===== src/rtl/antitheft_pkg.sv =====
// antitheft_pkg: state codes, parameter-table indices and power-on time values
package antitheft_pkg;
  typedef enum logic [2:0] {
    ARMED          = 3'd0,
    TRIGGERED      = 3'd1,
    SOUND_ALARM    = 3'd2,
    ALARM_HOLD     = 3'd3,
    DISARMED       = 3'd4,
    WAIT_DRV_OPEN  = 3'd5,
    WAIT_DRV_CLOSE = 3'd6,
    ARM_DELAY      = 3'd7
  } state_t;
  localparam logic [1:0] T_ARM_DELAY = 2'd0;
  localparam logic [1:0] T_DRIVER    = 2'd1;
  localparam logic [1:0] T_PASSENGER = 2'd2;
  localparam logic [1:0] T_ALARM_ON  = 2'd3;
  localparam int DEF_ARM_DELAY = 6;
  localparam int DEF_DRIVER    = 8;
  localparam int DEF_PASSENGER = 15;
  localparam int DEF_ALARM_ON  = 10;
  function automatic int def_value(input int idx);
    return idx == 0 ? DEF_ARM_DELAY : idx == 1 ? DEF_DRIVER : idx == 2 ? DEF_PASSENGER : DEF_ALARM_ON;
  endfunction
endpackage


===== src/rtl/antitheft_timer.sv =====
// antitheft_timer: 1 s prescaler plus seconds countdown with a one-cycle expiry pulse
module antitheft_timer #(
  parameter int VALUE_W  = 4,
  parameter int TICK_DIV = 100_000_000
) (
  input  logic               clock,
  input  logic               reset,
  input  logic               start,
  input  logic               clr,
  input  logic [VALUE_W-1:0] value,
  output logic               tick,
  output logic               expired,
  output logic [VALUE_W-1:0] count
);
  localparam int PW = TICK_DIV > 1 ? $clog2(TICK_DIV) : 1;
  logic [PW-1:0] pre;
  assign tick = pre == PW'(TICK_DIV - 1);
  // expired fires on the edge the count reaches zero; a zero load fires right after start
  always_ff @(posedge clock or negedge reset) begin
    if (!reset) begin
      pre     <= '0;
      count   <= '0;
      expired <= 1'b0;
    end else begin
      pre <= (start || tick) ? '0 : pre + PW'(1);
      if (start) begin
        count   <= value;
        expired <= value == '0;
      end else if (clr) begin
        count   <= '0;
        expired <= 1'b0;
      end else begin
        count   <= (tick && count != '0) ? count - VALUE_W'(1) : count;
        expired <= tick && count == VALUE_W'(1);
      end
    end
  end
endmodule


===== src/rtl/antitheft_alarm_ctrl.sv =====
// antitheft_alarm_ctrl: N-door alarm FSM with programmable time table, trip latch and event counter
module antitheft_alarm_ctrl
  import antitheft_pkg::*;
#(
  parameter int N_DOORS  = 4,
  parameter int VALUE_W  = 4,
  parameter int TICK_DIV = 100_000_000,
  parameter int CNT_W    = 8
) (
  input  logic               clock,
  input  logic               reset,
  input  logic               ignition,
  input  logic [N_DOORS-1:0] door,
  input  logic               reprogram,
  input  logic [1:0]         param_sel,
  input  logic [VALUE_W-1:0] param_value,
  output logic               status,
  output logic               siren_en,
  output logic [2:0]         state,
  output logic [VALUE_W-1:0] timer_count,
  output logic [N_DOORS-1:0] trip_door,
  output logic [CNT_W-1:0]   alarm_count
);
  state_t             st;
  logic [VALUE_W-1:0] tbl [4];
  logic               t_start, t_clr, tick, expired;
  logic [1:0]         t_idx;
  assign state = st;
  always_comb begin
    t_start = 1'b0;
    t_clr   = reprogram;
    t_idx   = T_ARM_DELAY;
    if (!reprogram)
      case (st)
        ARMED: begin
          t_start = |door;
          t_idx   = door[0] ? T_DRIVER : T_PASSENGER;
        end
        TRIGGERED:      t_clr = ignition;
        SOUND_ALARM: begin
          t_start = ~|door;
          t_idx   = T_ALARM_ON;
        end
        WAIT_DRV_CLOSE: t_start = !ignition && !door[0];
        ARM_DELAY:      t_start = !ignition && |door;
        default: ;
      endcase
  end
  antitheft_timer #(.VALUE_W(VALUE_W), .TICK_DIV(TICK_DIV)) u_timer (
    .clock(clock), .reset(reset), .start(t_start), .clr(t_clr), .value(tbl[t_idx]),
    .tick(tick), .expired(expired), .count(timer_count)
  );
  always_ff @(posedge clock or negedge reset) begin
    if (!reset) begin
      for (int i = 0; i < 4; i++) tbl[i] <= VALUE_W'(def_value(i));
      st          <= ARMED;
      status      <= 1'b0;
      siren_en    <= 1'b0;
      trip_door   <= '0;
      alarm_count <= '0;
    end else begin
      status   <= st == ARMED ? status ^ tick : (st == TRIGGERED || st == SOUND_ALARM || st == ALARM_HOLD);
      siren_en <= st == SOUND_ALARM || st == ALARM_HOLD;
      if (reprogram) begin
        tbl[param_sel] <= param_value;
        st             <= ARMED;
        trip_door      <= '0;
      end else
        case (st)
          ARMED: if (|door) begin
            st        <= TRIGGERED;
            trip_door <= door;
          end
          TRIGGERED:
            if (ignition) st <= DISARMED;
            else if (expired) begin
              st          <= SOUND_ALARM;
              alarm_count <= alarm_count + CNT_W'(alarm_count != '1);
            end
          SOUND_ALARM: if (~|door) st <= ALARM_HOLD;
          ALARM_HOLD:
            if (|door) st <= SOUND_ALARM;
            else if (expired) begin
              st        <= ARMED;
              trip_door <= '0;
            end
          DISARMED:       if (!ignition) st <= WAIT_DRV_OPEN;
          WAIT_DRV_OPEN:  st <= ignition ? DISARMED : door[0] ? WAIT_DRV_CLOSE : WAIT_DRV_OPEN;
          WAIT_DRV_CLOSE: st <= ignition ? DISARMED : !door[0] ? ARM_DELAY : WAIT_DRV_CLOSE;
          ARM_DELAY:      st <= ignition ? DISARMED : (expired && ~|door) ? ARMED : ARM_DELAY;
          default:        st <= ARMED;
        endcase
    end
  end
endmodule

===== config.mk =====
export PLATFORM = sky130hd
export DESIGN_NAME = antitheft_alarm_ctrl
export DESIGN_NICKNAME = d
export VERILOG_FILES = /design/src/rtl/antitheft_pkg.sv /design/src/rtl/antitheft_timer.sv /design/src/rtl/antitheft_alarm_ctrl.sv
export SDC_FILE = /design/constraint.sdc
export NUM_CORES = 1
export LEC_CHECK = 0
export ABC_CLOCK_PERIOD_IN_PS = 4900
export CAP_MARGIN = 10
export CORE_MARGIN = 5
export CORE_UTILIZATION = 45
export CTS_CLUSTER_SIZE = 25
export DETAILED_ROUTE_END_ITERATION = 16
export HOLD_SLACK_MARGIN = 0.12
export PLACE_DENSITY = 0.74
export RECOVER_POWER = 50
export SYNTH_ARGS = -nofsm -noshare
export SYNTH_HDL_FRONTEND = slang
export SYNTH_SLANG_ARGS = --single-unit

===== constraint.sdc =====
create_clock -name clock -period 4.9 [get_ports clock]
set_clock_uncertainty 0.2 [all_clocks]
set_input_delay 0.98 -clock clock [delete_from_list [all_inputs] [get_ports clock]]
set_output_delay 0.98 -clock clock [all_outputs]
set_load 0.1 [all_outputs]

==> results of run 1 <==
-- synthesized netlist by cell type, drive strengths merged (6+ instances only) --
library cell	instances
dfrtp	56
nor2	39
nand2	23
xor2	22
mux2	17
nand3	16
o21ai	13
xnor2	12
inv	11
nand4	11
a21oi	9
dfstp	9
nor3	9
buf	8
and3	7
nor4	7
nor2b	6
-- sequential cells by signal (all words and copies together) (netlist names) --
register         count
siren_en             1
trip_door            4
u_timer.expired      1
alarm_count          8
status               1
u_timer.count        4
u_timer.pre         27
state                3
tbl                 16
-- routing by layer --
layer	share of wire, %	GRT usage (%)	vias up	routed length [µm]
met5	0	0	-	0
met4	1.7	7.46	0	125
met3	5.0	4.50	15	355
met2	49	25.0	61	3480
met1	45	19.4	1295	3190
li1	-	-	1278	-
-- stage by stage --
| step | utilization [%] | setup WS, ps | cells |
|---|---|---|---|
| global placement | 51.1 | 1460 | 464 |
| detailed placement | 51.1 | 1370 | 464 |
| finish | 53.4 | 1370 | 480 |
| floorplan | - | 2240 | 340 |
| global route | 53.4 | 718 | 480 |
| CTS | 53.6 | 1360 | 480 |
-- cell type report --
type                    count  area [µm²]  share of cell area, %
clock buffers              14         173                   4.23
clock inverters             2        12.5                  0.306
inverters                  11        41.3                   1.01
multi-input cells         251        1750                   43.0
flip-flops and latches     65        1640                   40.1
well taps                 102         128                   3.12
repair buffers             35         338                   8.27
-- final timing paths --
kind                                                 start                         end  depth (start not counted)
worst max-delay path                  state[1]$_DFFE_PN0P_                    state[1]                          1
min in group asynchronous                            reset        state[2]$_DFFE_PN0P_                          1
worst min register to register  alarm_count[5]$_DFFE_PN0P_  alarm_count[5]$_DFFE_PN0P_                          1
worst min-delay path            alarm_count[5]$_DFFE_PN0P_  alarm_count[5]$_DFFE_PN0P_                          1
max in group asynchronous                            reset        state[1]$_DFFE_PN0P_                          2
worst max register to register        state[1]$_DFFE_PN0P_   u_timer.expired$_DFF_PN0_                          5
-- worst reg2reg max path, stage by stage, from the launching register on --
cell and delay, ps:
dfrtp_1 750, inv_1 340, a211oi_1 350, o21ai_2 200, nor4_1 320, a31o_1 140
-- cell usage in the layout, fill, tap and decap left out, types with 3 or more instances in the layout --
master           synthesis  final
xnor2_1                 12     12
clkbuf_1                 5      4
nand4_1                 11     11
and4_1                   3      3
nand2_1                 22     22
dfstp_2                  9      9
o22ai_1                  5      5
nor4_1                   3      4
mux2_2                  17     17
dfrtp_1                 56     56
o21ai_0                 12     12
xor2_1                  22     22
clkbuf_8                 0     12
nand2b_1                 3      3
mux2i_1                  5      5
clkdlybuf4s50_1          0     32
nor2b_1                  6      6
ha_1                     5      5
and3_1                   5      5
a31oi_1                  3      3
nand3b_1                 5      5
a21oi_1                  8      8
nor2_1                  39     39
inv_1                   11     11
nand3_1                 15     15
a211oi_1                 3      3
nor3_1                   8      8
or2_2                    3      3
nand4b_1                 3      3
-- power by group --
group          internal (W)  total (W)  leakage [nW]  switching [W]
Sequential         0.000634   0.000757         0.842       0.000123
Combinational      0.000260   0.000836         0.782       0.000577
Clock              0.000225   0.000418        0.0927       0.000194
-- cells by family after synthesis --
family | share of synthesized area, %
AO/OA/AOI/OAI | 9.16
XOR/XNOR | 8.48
AND/OR/NAND/NOR | 23.9
buffers and inverters | 3.17
adder cells (fa/ha/maj) | 1.78
multiplexers | 6.88
flip-flops | 46.7
==> impl_metrics.yaml, run 1 <==
run_status:
  status: "complete, but fails checks"
  violations: "max-capacitance violations, max-slew violations"
routing:
  dr.pass1.iters: 5
  drc: 0
  drtIter0Drc: 123
  wl_per_cell_um: 14.9
  ant_nets: 0
  via_per_inst: 5.52
  drt_wl_total_um: 7160
  dr_total_vias: 2649
grt:
  grtUsageTotal_pct: 15.6
  grt_first_pass_wirelength_um: 12200
  grt_pass1_vias: 2615
  antenna_found_initial: 0
  grt_max_degree: 45
  grt.overflow.total: 0
worst_setup_path:
  startpoint_type: "flop"
  rrSetupSlack_ps: 2550
  crit_path_top_delay_cell: "clkdlybuf4s50_1"
  arrival_ps: 2350
  endpoint_kind: "output pin"
  worst_path_largest_cell_delay_ps: 1260
  crit_path_cell_trace: "clkdlybuf4s50_1"
  crit_family: "buffers and inverters"
  critical_path_class: "flop to output pin"
  cp_data_required_time_ps: 3720
  worstPathMaxFanout: 23
  path_buf_inv: 1
placement:
  dpl-instance-area_um2: 3910
  portBuffers: 34
  hpwl_um: 5160
  place_congestion: 0.868
final_layout:
  finalNetCount: 392
  drive_above_1_share_pct: 15.1
  antenna_cells: 0
  area_delta_synth_final_pct: 16.4
  final_cell_area_um2: 4080
  final.fill_count: 663
sta:
  hold_viol: 0
  slew_viol_final: 45
  min_period_over_period_pct: 72.1
  hold_ws_ps: 288
  slew_headroom_pct: -52.2
  period_minus_slack_ps: 3530
  grt_setup_unrepaired: "no"
  setup_viol: 0
  worst_pin_slew_ps: 2280
  fmax_mhz: 283
  fin_tns_setup_ps: 0
synthesis:
  seq_area_frac_synth_pct: 46.7
  yosys.area.top_type: "dfrtp_1"
  syn_nets: 359
  ys_warn_count: 0
  synth_edf_count: 0
  ys_async_sr_fraction_pct: 100
  ys_ff_latch: 65
  ys_top_cells_by_area: "dfrtp_1 (40%), dfstp_2 (6.7%), xor2_1 (5.5%), mux2_2 (5.5%), nor2_1 (4.2%)"
  avgSynthCellArea_um2: 10.3
  synth_area_um2: 3510
  synth_top_cell_area_share_pct: 39.9
  synth_cell_type_count: 54
  netlist_instances: 340
  synth_ff_type: "dfrtp_1"
pwr:
  p_per_area_nw_per_um2: 492
  irDropWorstVdd_uv: 180
  p_leak_nw: 1.72
  finalPower_w: 0.00201
floorplanning:
  ios: 35
  die_h_um: 98.3
  rows: 32
  die_area_um2: 9660
  fp.dieW_um: 98.3
  initial_core_util_pct: 45.9
  core_um2: 7650
clocking:
  tritoncts: "yes"
  clkTransAtPathRegs_ps: 70
  cts_buffers: 9
  cts_root_buffer: "clkbuf_8"
  cts_setup_buffers: 0
  cts_resized: 0
  cts_hold_buffers: 0
  clock_latency_ps: 340
  clk_path_buf_depth: 2
  cts_max_level: 3
  cts_sinks: 65
job:
  cap_violations: 1
worst_hold_path:
  hp-class: "flop to flop"
Note: power is estimated with default switching activity, not from simulation.
==> run 2: changes to the inputs <==
--- a/config.mk
+++ b/config.mk
@@ -5,14 +5,14 @@
 export SDC_FILE = /design/constraint.sdc
 export NUM_CORES = 1
 export LEC_CHECK = 0
-export ABC_CLOCK_PERIOD_IN_PS = 4900
+export ABC_CLOCK_PERIOD_IN_PS = 3200
 export CAP_MARGIN = 10
 export CORE_MARGIN = 5
 export CORE_UTILIZATION = 45
 export CTS_CLUSTER_SIZE = 25
 export DETAILED_ROUTE_END_ITERATION = 16
 export HOLD_SLACK_MARGIN = 0.12
-export PLACE_DENSITY = 0.74
+export PLACE_DENSITY = 0.77
 export RECOVER_POWER = 50
 export SYNTH_ARGS = -nofsm -noshare
 export SYNTH_HDL_FRONTEND = slang
==> constraint.sdc (replaced) <==
create_clock -name clock -period 3.2 [get_ports clock]
set_clock_uncertainty 0.2 [all_clocks]
set_input_delay 0.64 -clock clock [delete_from_list [all_inputs] [get_ports clock]]
set_output_delay 0.64 -clock clock [all_outputs]
set_load 0.1 [all_outputs]
==> impl_metrics.yaml, run 2 (same netlist as run 1, synthesis figures left out) <==
run_status:
  status: "complete, but fails checks"
  violations: "max-capacitance violations, max-slew violations"
final_layout:
  top_register: "u_timer.pre"
  mostFrequentLayoutCell: "dfrtp_1"
  largest_reg_flops: 27
  final_cell_mix: "dfrtp_1 (56), nor2_1 (39), nand2_1 (22), xor2_1 (22), buf_4 (18)"
  final.fill_count: 676
  area_delta_synth_final_pct: 16.6
  top_regs: "u_timer.pre (27), tbl (16), alarm_count (8)"
  finalNetCount: 397
  antenna_cells: 0
  stdcell_count: 485
  drive_above_1_share_pct: 20.9
worst_setup_path:
  worst_path_largest_cell_delay_ps: 530
  arrival_ps: 2600
  path_buf_inv: 2
  critical_path_class: "input pin to flop"
  cp_data_required_time_ps: 3270
  crit_path_cell_trace: "clkdlybuf4s50_1 -> buf_4 -> nor3_1 -> a32o_1 -> o21ai_2 -> nand2_4 -> nor2_1"
  startpoint_type: "input pin"
  rrSetupSlack_ps: 910
  rr_startpoint: "state[1]$_DFFE_PN0P_"
  r2r_cells: 6
  endpoint_kind: "flop"
  crit_path_top_delay_cell: "clkdlybuf4s50_1"
  rr_endpoint: "u_timer.pre[5]$_DFF_PN0_"
  crit_family: "buffers and inverters"
  worstPathMaxFanout: 26
sta:
  hold_viol: 0
  grt_setup_unrepaired: "no"
  min_period_over_period_pct: 79.3
  worst_pin_slew_ps: 1580
  fmax_mhz: 394
  period_minus_slack_ps: 2540
  setup_viol: 0
  fin_tns_setup_ps: 0
  slew_viol_final: 66
  setup_ws_ps: 663
  slew_headroom_pct: -5.63
  hold_ws_ps: 284
grt:
  grt.overflow.total: 0
  grtUsageTotal_pct: 15.1
  antenna_found_initial: 0
  grt_first_pass_wirelength_um: 12200
  grt_pass1_vias: 2655
  grt_max_degree: 66
placement:
  hpwl_um: 4970
  portBuffers: 34
  dp.cells: 469
  place_congestion: 0.881
  pre_cts_slack_ps: 308
pwr:
  p_per_area_nw_per_um2: 777
  intPower_w: 0.00181
  power.share.switching_pct: 43.0
  irDropWorstVdd_uv: 282
  p_leak_nw: 1.78
  power_frac_clock_pct: 24.8
  p_seq_share_pct: 36.0
  power.net_switching_w: 0.00137
  pwr-share-comb_pct: 39.2
worst_hold_path:
  hp-class: "flop to flop"
  min-delay-start: "u_timer.pre[0]$_DFF_PN0_"
  hold_end: "u_timer.pre[0]$_DFF_PN0_"
  hold_depth: 1
floorplanning:
  rows: 32
  initial_core_util_pct: 45.9
  core_um2: 7650
  fp.dieW_um: 98.3
  ios: 35
  die_h_um: 98.3
  die_area_um2: 9660
clocking:
  clkTransAtPathRegs_ps: 70
  tritoncts: "yes"
  clock_latency_ps: 340
  cts_buffers: 9
  cts_hold_buffers: 0
  cts_setup_buffers: 0
  cts_root_buffer: "clkbuf_8"
  clk_path_buf_depth: 2
  cts_resized: 0
  cts_max_level: 3
  cts_sinks: 65
routing:
  drt_wl_total_um: 6970
  drc: 0
  dr_total_vias: 2659
  wl_per_cell_um: 14.4
  dr.pass1.iters: 4
  via_per_inst: 5.48
  ant_nets: 0
  drtIter0Drc: 131
job:
  cap_violations: 1
run 2: how the worst max path moves through the flow:
stage	slack [ps]	cells past startpoint	startpoint	to
after floorplan	540	6	alarm_count[3]$_DFFE_PN0P_	alarm_count[1]$_DFFE_PN0P_
after global placement	400	7	door[0]	u_timer.pre[14]$_DFF_PN0_
after detailed placement	310	7	door[0]	u_timer.pre[5]$_DFF_PN0_
after CTS	670	7	door[0]	u_timer.pre[7]$_DFF_PN0_
after global routing	490	7	door[0]	u_timer.pre[10]$_DFF_PN0_
final	660	7	door[0]	u_timer.pre[5]$_DFF_PN0_
run 2: final cells by class:
type,instances,area (µm²),share of cell area (%)
Tap cell,102,128,3.12
Sequential cell,65,1640,40.0
Clock buffer,11,151,3.70
Timing Repair Buffer,40,295,7.22
Multi-Input combinational cell,251,1760,43.0
Inverter,11,41.3,1.01
Clock inverter,5,77.6,1.90
run 2: worst register-to-register path: stages, from the launching register on:
cell and delay (ps):
dfrtp_1 510, buf_4 240, nor3b_1 160, a32o_1 250, o21ai_2 400, nand2_4 290
nor2_1 190
run 2: power groups by stage:
stage / Clock [W] / Sequential [W] / Combinational [W]
6_report: 0.000788 / 0.00114 / 0.00125
3_5_place_dp: 0 / 0.00115 / 0.00127
2_1_floorplan: 0 / 0.00154 / 0.000613
5_1_grt: 0.000838 / 0.00117 / 0.00135
3_3_place_gp: 0 / 0.00115 / 0.00125
4_1_cts: 0.000807 / 0.00114 / 0.00128
run 2: layer usage:
layer / wire (µm) / part of all wire, % / global-route usage [%]
met5: 0 / 0 / 0
met4: 107 / 1.5 / 5.57
met3: 342 / 4.9 / 4.29
met2: 3320 / 48 / 24.5
met1: 3210 / 46 / 19.3
run 2: per-stage QoR:
stage,cell area [µm²],power (W),utilization (%)
3_3_place_gp,3890,0.00240,50.9
6_report,4090,0.00318,53.5
4_1_cts,4120,0.00322,53.9
2_1_floorplan,3510,0.00215,-
5_1_grt,4090,0.00335,53.5
3_5_place_dp,3890,0.00242,50.9
